**config.mk**
```make
export PLATFORM = sky130hd
export DESIGN_NAME = matvec_sequencer
export DESIGN_NICKNAME = d
export VERILOG_FILES = /design/src/rtl/matvec_pkg.sv /design/src/rtl/matvec_sequencer_word_unpacker.sv /design/src/rtl/matvec_sequencer.sv
export SDC_FILE = /design/constraint.sdc
export NUM_CORES = 1
export LEC_CHECK = 0
export ABC_CLOCK_PERIOD_IN_PS = 5650
export BUFFER_PORTS_ARGS = -buffer_cell sky130_fd_sc_hd__buf_2
export CORE_AREA = 4 4 112 114
export CTS_CLUSTER_DIAMETER = 80
export DETAILED_ROUTE_END_ITERATION = 7
export DIE_AREA = 0 0 116 118
export GPL_TIMING_DRIVEN = 0
export HOLD_SLACK_MARGIN = 0.06
export PLACE_DENSITY = 0.85
export SKIP_CTS_REPAIR_TIMING = 1
export SYNTH_ARGS = -nofsm -noshare
export SYNTH_HDL_FRONTEND = slang
export SYNTH_HIERARCHICAL = 1
export SYNTH_SLANG_ARGS = --single-unit
export TNS_END_PERCENT = 100
```
**constraint.sdc**
```tcl
create_clock -name clk -period 5.65 [get_ports clk]
set_input_delay 0.565 -clock clk [delete_from_list [all_inputs] [get_ports clk]]
set_output_delay 0.565 -clock clk [all_outputs]
set_load 0.005 [all_outputs]
```
**src/rtl/matvec_pkg.sv**
```systemverilog
// rtl/matvec_pkg.sv - shared types, default sizes and FIFO-select helper for the matrix-vector sequencer
package matvec_pkg;

   localparam int MV_DATA_WIDTH = 8;
   localparam int MV_ROWS       = 8;
   localparam int MV_COLS       = 8;
   localparam int MEM_WIDTH     = 64;

   typedef enum logic [2:0] {
      S_IDLE,
      S_CLEAR,
      S_REQ,
      S_WAIT,
      S_UNPACK,
      S_CALC,
      S_DRAIN,
      S_DONE
   } seq_state_t;

   // Bit 0 selects the B FIFO (word 0); bit r+1 selects A FIFO r (word r+1).
   function automatic logic [31:0] fifo_select(input int unsigned word_idx);
      fifo_select = 32'd1 << word_idx;
   endfunction

endpackage

```
**src/rtl/matvec_sequencer_word_unpacker.sv**
```systemverilog
// rtl/matvec_sequencer_word_unpacker.sv - 64-bit word to byte serializer with full-flag backpressure
module word_unpacker
   import matvec_pkg::*;
#(
   parameter int DATA_WIDTH = MV_DATA_WIDTH,
   parameter int COLS       = MV_COLS
) (
   input  logic                  clk,
   input  logic                  rst_n,
   input  logic                  load_i,
   input  logic [MEM_WIDTH-1:0]  data_i,
   input  logic                  full_i,
   output logic [DATA_WIDTH-1:0] data_o,
   output logic                  strobe_o,
   output logic                  last_o
);

   localparam int CW = $clog2(COLS + 1);

   logic [MEM_WIDTH-1:0] sreg_q, sreg_d;
   logic [CW-1:0]        cnt_q, cnt_d;
   logic                 active_q, active_d;

   assign data_o   = sreg_q[DATA_WIDTH-1:0];
   assign strobe_o = active_q & ~full_i;
   assign last_o   = strobe_o & (cnt_q == CW'(COLS - 1));

   // Load a word, or shift one byte out per accepted strobe; a full target holds the current byte.
   always_comb begin
      sreg_d   = sreg_q;
      cnt_d    = cnt_q;
      active_d = active_q;
      if (load_i) begin
         sreg_d   = data_i;
         cnt_d    = '0;
         active_d = 1'b1;
      end else if (strobe_o) begin
         sreg_d = sreg_q >> DATA_WIDTH;
         cnt_d  = cnt_q + 1'b1;
         if (last_o) begin
            active_d = 1'b0;
         end
      end
   end

   // Serializer state registers.
   always_ff @(posedge clk or negedge rst_n) begin
      if (!rst_n) begin
         sreg_q   <= '0;
         cnt_q    <= '0;
         active_q <= 1'b0;
      end else begin
         sreg_q   <= sreg_d;
         cnt_q    <= cnt_d;
         active_q <= active_d;
      end
   end

endmodule

```
**src/rtl/matvec_sequencer.sv**
```systemverilog
// rtl/matvec_sequencer.sv - fill/compute sequencer for the 8x8 matvec engine; SEQ_PERF_EN adds perf counters
module matvec_sequencer
   import matvec_pkg::*;
#(
   parameter int ROWS       = MV_ROWS,
   parameter int COLS       = MV_COLS,
   parameter int DATA_WIDTH = MV_DATA_WIDTH,
   parameter int ADDR_WIDTH = 32,
   parameter int MAC_LAT    = 1
) (
   input  logic                  clk,
   input  logic                  rst_n,
   input  logic                  start,
   input  logic [ADDR_WIDTH-1:0] base_addr,
   output logic                  busy,
   output logic                  done,
   output logic [ADDR_WIDTH-1:0] mem_address,
   output logic                  mem_read,
   input  logic [MEM_WIDTH-1:0]  mem_readdata,
   input  logic                  mem_readdatavalid,
   input  logic                  mem_waitrequest,
   output logic [DATA_WIDTH-1:0] fifo_wdata,
   output logic [ROWS-1:0]       fifo_wrreq_a,
   output logic                  fifo_wrreq_b,
   input  logic [ROWS-1:0]       fifo_wrfull_a,
   input  logic                  fifo_wrfull_b,
   input  logic                  fifo_rdempty_a0,
   input  logic                  fifo_rdempty_b,
   output logic                  mac_clr,
   output logic                  mac_en
`ifdef SEQ_PERF_EN
   ,
   output logic [31:0]           perf_cycles,
   output logic [31:0]           perf_stalls
`endif
);

   localparam int IDX_W      = $clog2(ROWS + 1);
   localparam int CNT_W      = $clog2(COLS + 1);
   localparam int DRAIN_CYC  = ROWS - 1 + MAC_LAT;
   localparam int DRAIN_W    = $clog2(DRAIN_CYC + 1) + 1;
   // The drain count starts at the last head enable, so DRAIN itself lasts one cycle less.
   localparam int DRAIN_LAST = (DRAIN_CYC >= 2) ? DRAIN_CYC - 2 : 0;

   seq_state_t            state_q, state_d;
   logic [ADDR_WIDTH-1:0] base_q, base_d;
   logic [IDX_W-1:0]      idx_q, idx_d;
   logic [CNT_W-1:0]      calc_q, calc_d;
   logic [DRAIN_W-1:0]    drain_q, drain_d;

   logic [31:0] sel;
   logic        tgt_full;
   logic        start_acc;
   logic        unp_load;
   logic        unp_strobe;
   logic        unp_last;

   assign sel       = fifo_select(32'(idx_q));
   assign tgt_full  = sel[0] ? fifo_wrfull_b : |(fifo_wrfull_a & sel[ROWS:1]);
   assign start_acc = start & ((state_q == S_IDLE) | (state_q == S_DONE));
   assign unp_load  = (state_q == S_WAIT) & mem_readdatavalid;

   word_unpacker #(
      .DATA_WIDTH (DATA_WIDTH),
      .COLS       (COLS)
   ) u_unpacker (
      .clk      (clk),
      .rst_n    (rst_n),
      .load_i   (unp_load),
      .data_i   (mem_readdata),
      .full_i   (tgt_full),
      .data_o   (fifo_wdata),
      .strobe_o (unp_strobe),
      .last_o   (unp_last)
   );

   assign fifo_wrreq_b = unp_strobe & sel[0];
   assign fifo_wrreq_a = {ROWS{unp_strobe}} & sel[ROWS:1];
   assign mem_read     = (state_q == S_REQ);
   assign mem_address  = base_q + ADDR_WIDTH'(idx_q);
   assign mac_clr      = (state_q == S_CLEAR);
   assign mac_en       = (state_q == S_CALC) & ~fifo_rdempty_b & ~fifo_rdempty_a0;
   assign done         = (state_q == S_DONE);
   assign busy         = (state_q != S_IDLE) & (state_q != S_DONE);

   // Next-state and counter logic for the fetch / unpack / compute / drain sequence.
   always_comb begin
      state_d = state_q;
      base_d  = base_q;
      idx_d   = idx_q;
      calc_d  = calc_q;
      drain_d = drain_q;
      case (state_q)
         S_IDLE, S_DONE: begin
            if (start_acc) begin
               state_d = S_CLEAR;
               base_d  = base_addr;
               idx_d   = '0;
               calc_d  = '0;
               drain_d = '0;
            end
         end
         S_CLEAR: state_d = S_REQ;
         S_REQ: begin
            if (!mem_waitrequest) state_d = S_WAIT;
         end
         S_WAIT: begin
            if (mem_readdatavalid) state_d = S_UNPACK;
         end
         S_UNPACK: begin
            if (unp_last) begin
               if (idx_q == IDX_W'(ROWS)) begin
                  state_d = S_CALC;
               end else begin
                  idx_d   = idx_q + 1'b1;
                  state_d = S_REQ;
               end
            end
         end
         S_CALC: begin
            if (mac_en) begin
               calc_d = calc_q + 1'b1;
               if (calc_q == CNT_W'(COLS - 1)) begin
                  drain_d = '0;
                  state_d = (DRAIN_CYC <= 1) ? S_DONE : S_DRAIN;
               end
            end
         end
         S_DRAIN: begin
            if (drain_q == DRAIN_W'(DRAIN_LAST)) begin
               state_d = S_DONE;
            end else begin
               drain_d = drain_q + 1'b1;
            end
         end
         default: state_d = S_IDLE;
      endcase
   end

   // Sequencer state registers; reset aborts any run in progress.
   always_ff @(posedge clk or negedge rst_n) begin
      if (!rst_n) begin
         state_q <= S_IDLE;
         base_q  <= '0;
         idx_q   <= '0;
         calc_q  <= '0;
         drain_q <= '0;
      end else begin
         state_q <= state_d;
         base_q  <= base_d;
         idx_q   <= idx_d;
         calc_q  <= calc_d;
         drain_q <= drain_d;
      end
   end

`ifdef SEQ_PERF_EN
   logic [31:0] perf_cycles_q, perf_cycles_d;
   logic [31:0] perf_stalls_q, perf_stalls_d;
   logic        stall;

   // Saturating run-length and stall counters; cleared by an accepted start, frozen outside a run.
   always_comb begin
      stall = ((state_q == S_REQ) & mem_waitrequest)
            | ((state_q == S_UNPACK) & tgt_full)
            | ((state_q == S_CALC) & ~mac_en);
      perf_cycles_d = perf_cycles_q;
      perf_stalls_d = perf_stalls_q;
      if (start_acc) begin
         perf_cycles_d = '0;
         perf_stalls_d = '0;
      end else if (busy) begin
         if (perf_cycles_q != '1) perf_cycles_d = perf_cycles_q + 1'b1;
         if (stall && (perf_stalls_q != '1)) perf_stalls_d = perf_stalls_q + 1'b1;
      end
   end

   // Performance counter registers.
   always_ff @(posedge clk or negedge rst_n) begin
      if (!rst_n) begin
         perf_cycles_q <= '0;
         perf_stalls_q <= '0;
      end else begin
         perf_cycles_q <= perf_cycles_d;
         perf_stalls_q <= perf_stalls_d;
      end
   end

   assign perf_cycles = perf_cycles_q;
   assign perf_stalls = perf_stalls_q;
`endif

endmodule

```
==> flow_summary.toml <==
[status]
outcome = "finished, final reports clean"

[sta]
final_period_minus_worst_setup_slack_ps = 4060
setup_viol = 0
hold_viol_final = 0
rsz0062_at_grt = "false"
fin_worst_hold_slack_ps = 95.2
fin_tns_setup_ps = 0
finalCritPeriodShare_pct = 71.9
clock-skew-final_ps = 6.44
drv_slew = 0
timing_worst_slew_pin_value_ps = 637
max_freq_mhz = 246
max_slew_headroom_pct = 57.4

[cells_and_area]
finish.utilization_pct = 72.0
ratio_of_cells_with_drive_above_1_in_the_final_layout_pct = 34.4
net_count_reported_at_finish = 945
n_fill_cell = 827
syn_to_final_growth_pct = 24.4

[worst_setup_path]
worstPathMaxFanout = 10
critical_path_arrival_ps = 3500
critical_path_required_ps = 5090
ff2ff_path_depth = 15
rrSetupSlack_ps = 1820
rr_endpoint = "idx_q[2]"
type_of_element_capturing_the_critical_path = "primary output"
critical_path_class = "reg2out"
worstSetupStartpointType = "flop"
crit-reg2reg-launch = "idx_q[1]"

[synthesis]
synth_largest_area_cell = "sky130_fd_sc_hd__dfrtp_1"
synth_area_per_cell_um2 = 10.4
synthFlopType = "sky130_fd_sc_hd__dfrtp_1"
synth-warning-count = 6
async_reset_ff_share_pct = 100
synth.yosys.seq_area_share_pct = 44.3
synthDistinctLibCells = 64
library_cell_with_the_highest_instance_count_after_synthesis = "sky130_fd_sc_hd__dfrtp_1"
synth.top_cells.by_area = "sky130_fd_sc_hd__dfrtp_1 (44%), sky130_fd_sc_hd__mux2i_1 (8.9%), sky130_fd_sc_hd__mux2_4 (6.4%), sky130_fd_sc_hd__o21ai_0 (5.9%), sky130_fd_sc_hd__nand2_1 (5.6%)"
synth.top_cells.by_count = "sky130_fd_sc_hd__dfrtp_1 (117), sky130_fd_sc_hd__nand2_1 (99), sky130_fd_sc_hd__o21ai_0 (78)"
post-synth-top-area-fraction_pct = 44.3
syn_nets = 760
syn_area_mm2 = 0.00661
synth_cells = 633
synth-edff-count = 0
synth_seq_cells = 117

[detailed_routing]
drtIter0Drc = 431
route.detailed.wl_per_inst_um = 17.2
ant_nets = 0
route.detailed.vias_per_inst = 5.59
dr.pass1.iters = 5
drc_errors = 0
wirelength_um = 16800
vias_after_detailed_routing = 5449

[floorplan]
die-width_um = 116
start_util_pct = 57.9
fp-row-count = 39
die_height_um = 118
core-area_mm2 = 0.0114
top_level_ports = 166
die_area_mm2 = 0.0137

[clocking]
path_clk_slew_ps = 60
cts_htree_levels = 4
cts_made_buffers = 17
clockBufferDepth = 2
cts_tree = "done"
clock_insertion_delay_worst_skew_ps = 420
ctsRootBufferMaster = "sky130_fd_sc_hd__clkbuf_16"
clock_sink_count = 117

[global_route]
grt_first_pass_wirelength_um = 27100
number_of_antenna_violations_at_the_first_check_in_global_routing = 1
grt_start_max_net_pins = 66
grtUsageTotal_pct = 25.0
grt.overflow.total = 0
via_count_of_the_first_global_routing_pass = 5587

[hold_path]
hold_class = "in2async"

[power]
cellPowerDensity_mw_per_mm2 = 498
peakVddDrop_mv = 0.362
finalPower_mw = 4.09
leakage_nw = 4.05

[placed_design]
port_buffers = 165
place.detailed.hpwl_um = 12300
gp_routability_congestion = 0.863

[job]
drv_cap = 0
state kept, by name, summed over array words and instances, names as in the netlist:
register and count:
u_unpacker/active_q 1, drain_q 5, base_q 32, calc_q 4, u_unpacker/cnt_q 4, u_unpacker/sreg_q 64
state_q 3, idx_q 4
layout make-up:
type                            count  area (um2)  area share, %
Clock inverter                     14         130           1.58
Clock buffer                       18         439           5.34
Inverter                           13        48.8          0.594
Buffer                             45         280           3.41
Multi-Input combinational cell    458        3350           40.8
Antenna cell                        1        2.50         0.0305
Timing Repair Buffer              166         860           10.5
Sequential cell                   117        2930           35.6
Tap cell                          143         179           2.18
metrics by stage:
step,setup slack [ps],std cells,instance area (um2)
after floorplan,2670,633,6610
after global placement,2040,941,7610
after detailed placement,1860,942,7650
after CTS,1590,974,8220
after global routing,1240,975,8220
final,1590,975,8220
layer usage:
layer	global-route usage (%)	wire length, um
met3	5.71	942
met4	10.4	452
met5	0	0
met1	30.9	6820
met2	41.6	8590
cell families (layout without fill, tap and decap cells):
logic type / Yosys count / after routing / share of synthesized area [%]
AND/OR/NAND/NOR: 208 / 208 / 17.9
flip-flops: 117 / 117 / 44.3
AO/OA/AOI/OAI: 113 / 113 / 9.85
multiplexers: 89 / 89 / 15.6
buffers and inverters: 58 / 256 / 4.98
XOR/XNOR: 33 / 33 / 4.37
adder cells (fa/ha/maj): 15 / 15 / 2.95
other: 0 / 1 / 0
worst max path at each step:
stage | from | end | slack (ps)
2_1_floorplan | idx_q[1] | idx_q[2] | 2670
3_3_place_gp | idx_q[1] | idx_q[2] | 2040
3_5_place_dp | idx_q[1] | idx_q[2] | 1860
4_1_cts | idx_q[2] | fifo_wrreq_a[0] | 1590
5_1_grt | idx_q[2] | fifo_wrreq_a[3] | 1240
6_report | idx_q[2] | fifo_wrreq_a[0] | 1590
critical path: stages, from the launching register on:
cell and delay [ps]:
sky130_fd_sc_hd__dfrtp_1 410, sky130_fd_sc_hd__clkbuf_1 340, sky130_fd_sc_hd__inv_1 160, sky130_fd_sc_hd__ha_1 240
sky130_fd_sc_hd__a22oi_1 150, sky130_fd_sc_hd__o21ai_0 110, sky130_fd_sc_hd__a21oi_1 120, sky130_fd_sc_hd__o32ai_1 180
sky130_fd_sc_hd__nand2b_1 190, sky130_fd_sc_hd__buf_2 150, sky130_fd_sc_hd__buf_6 160, sky130_fd_sc_hd__inv_1 150
sky130_fd_sc_hd__nor2b_1 380, sky130_fd_sc_hd__and3_1 220, sky130_fd_sc_hd__buf_2 110
report_power, final:
part,switching (mW),internal (mW)
clock,0.411,0.618
combinational,0.763,0.786
sequential,0.309,1.20
cells in the final DEF (no fill, tap or decap), drive strengths merged, types with 3 or more instances in the layout:
cell type | Yosys | final
inv | 13 | 15
clkinvlp | 0 | 5
clkbuf | 17 | 35
and2 | 8 | 8
nor2 | 19 | 19
ha | 14 | 14
xnor2 | 10 | 10
nand2 | 101 | 101
nand2b | 3 | 3
nand4 | 4 | 4
nor4b | 4 | 4
a22oi | 3 | 3
a21oi | 10 | 10
nor4 | 8 | 8
mux2i | 59 | 59
nand3 | 13 | 13
nor3b | 4 | 4
mux2 | 30 | 30
o31ai | 3 | 3
nand3b | 5 | 5
xor2 | 23 | 23
buf | 28 | 194
nor3 | 10 | 10
and3 | 9 | 9
or2 | 3 | 3
o21ai | 79 | 79
and4 | 7 | 7
dfrtp | 117 | 117
clkinv | 0 | 6
(Power assumes the default switching activity.)
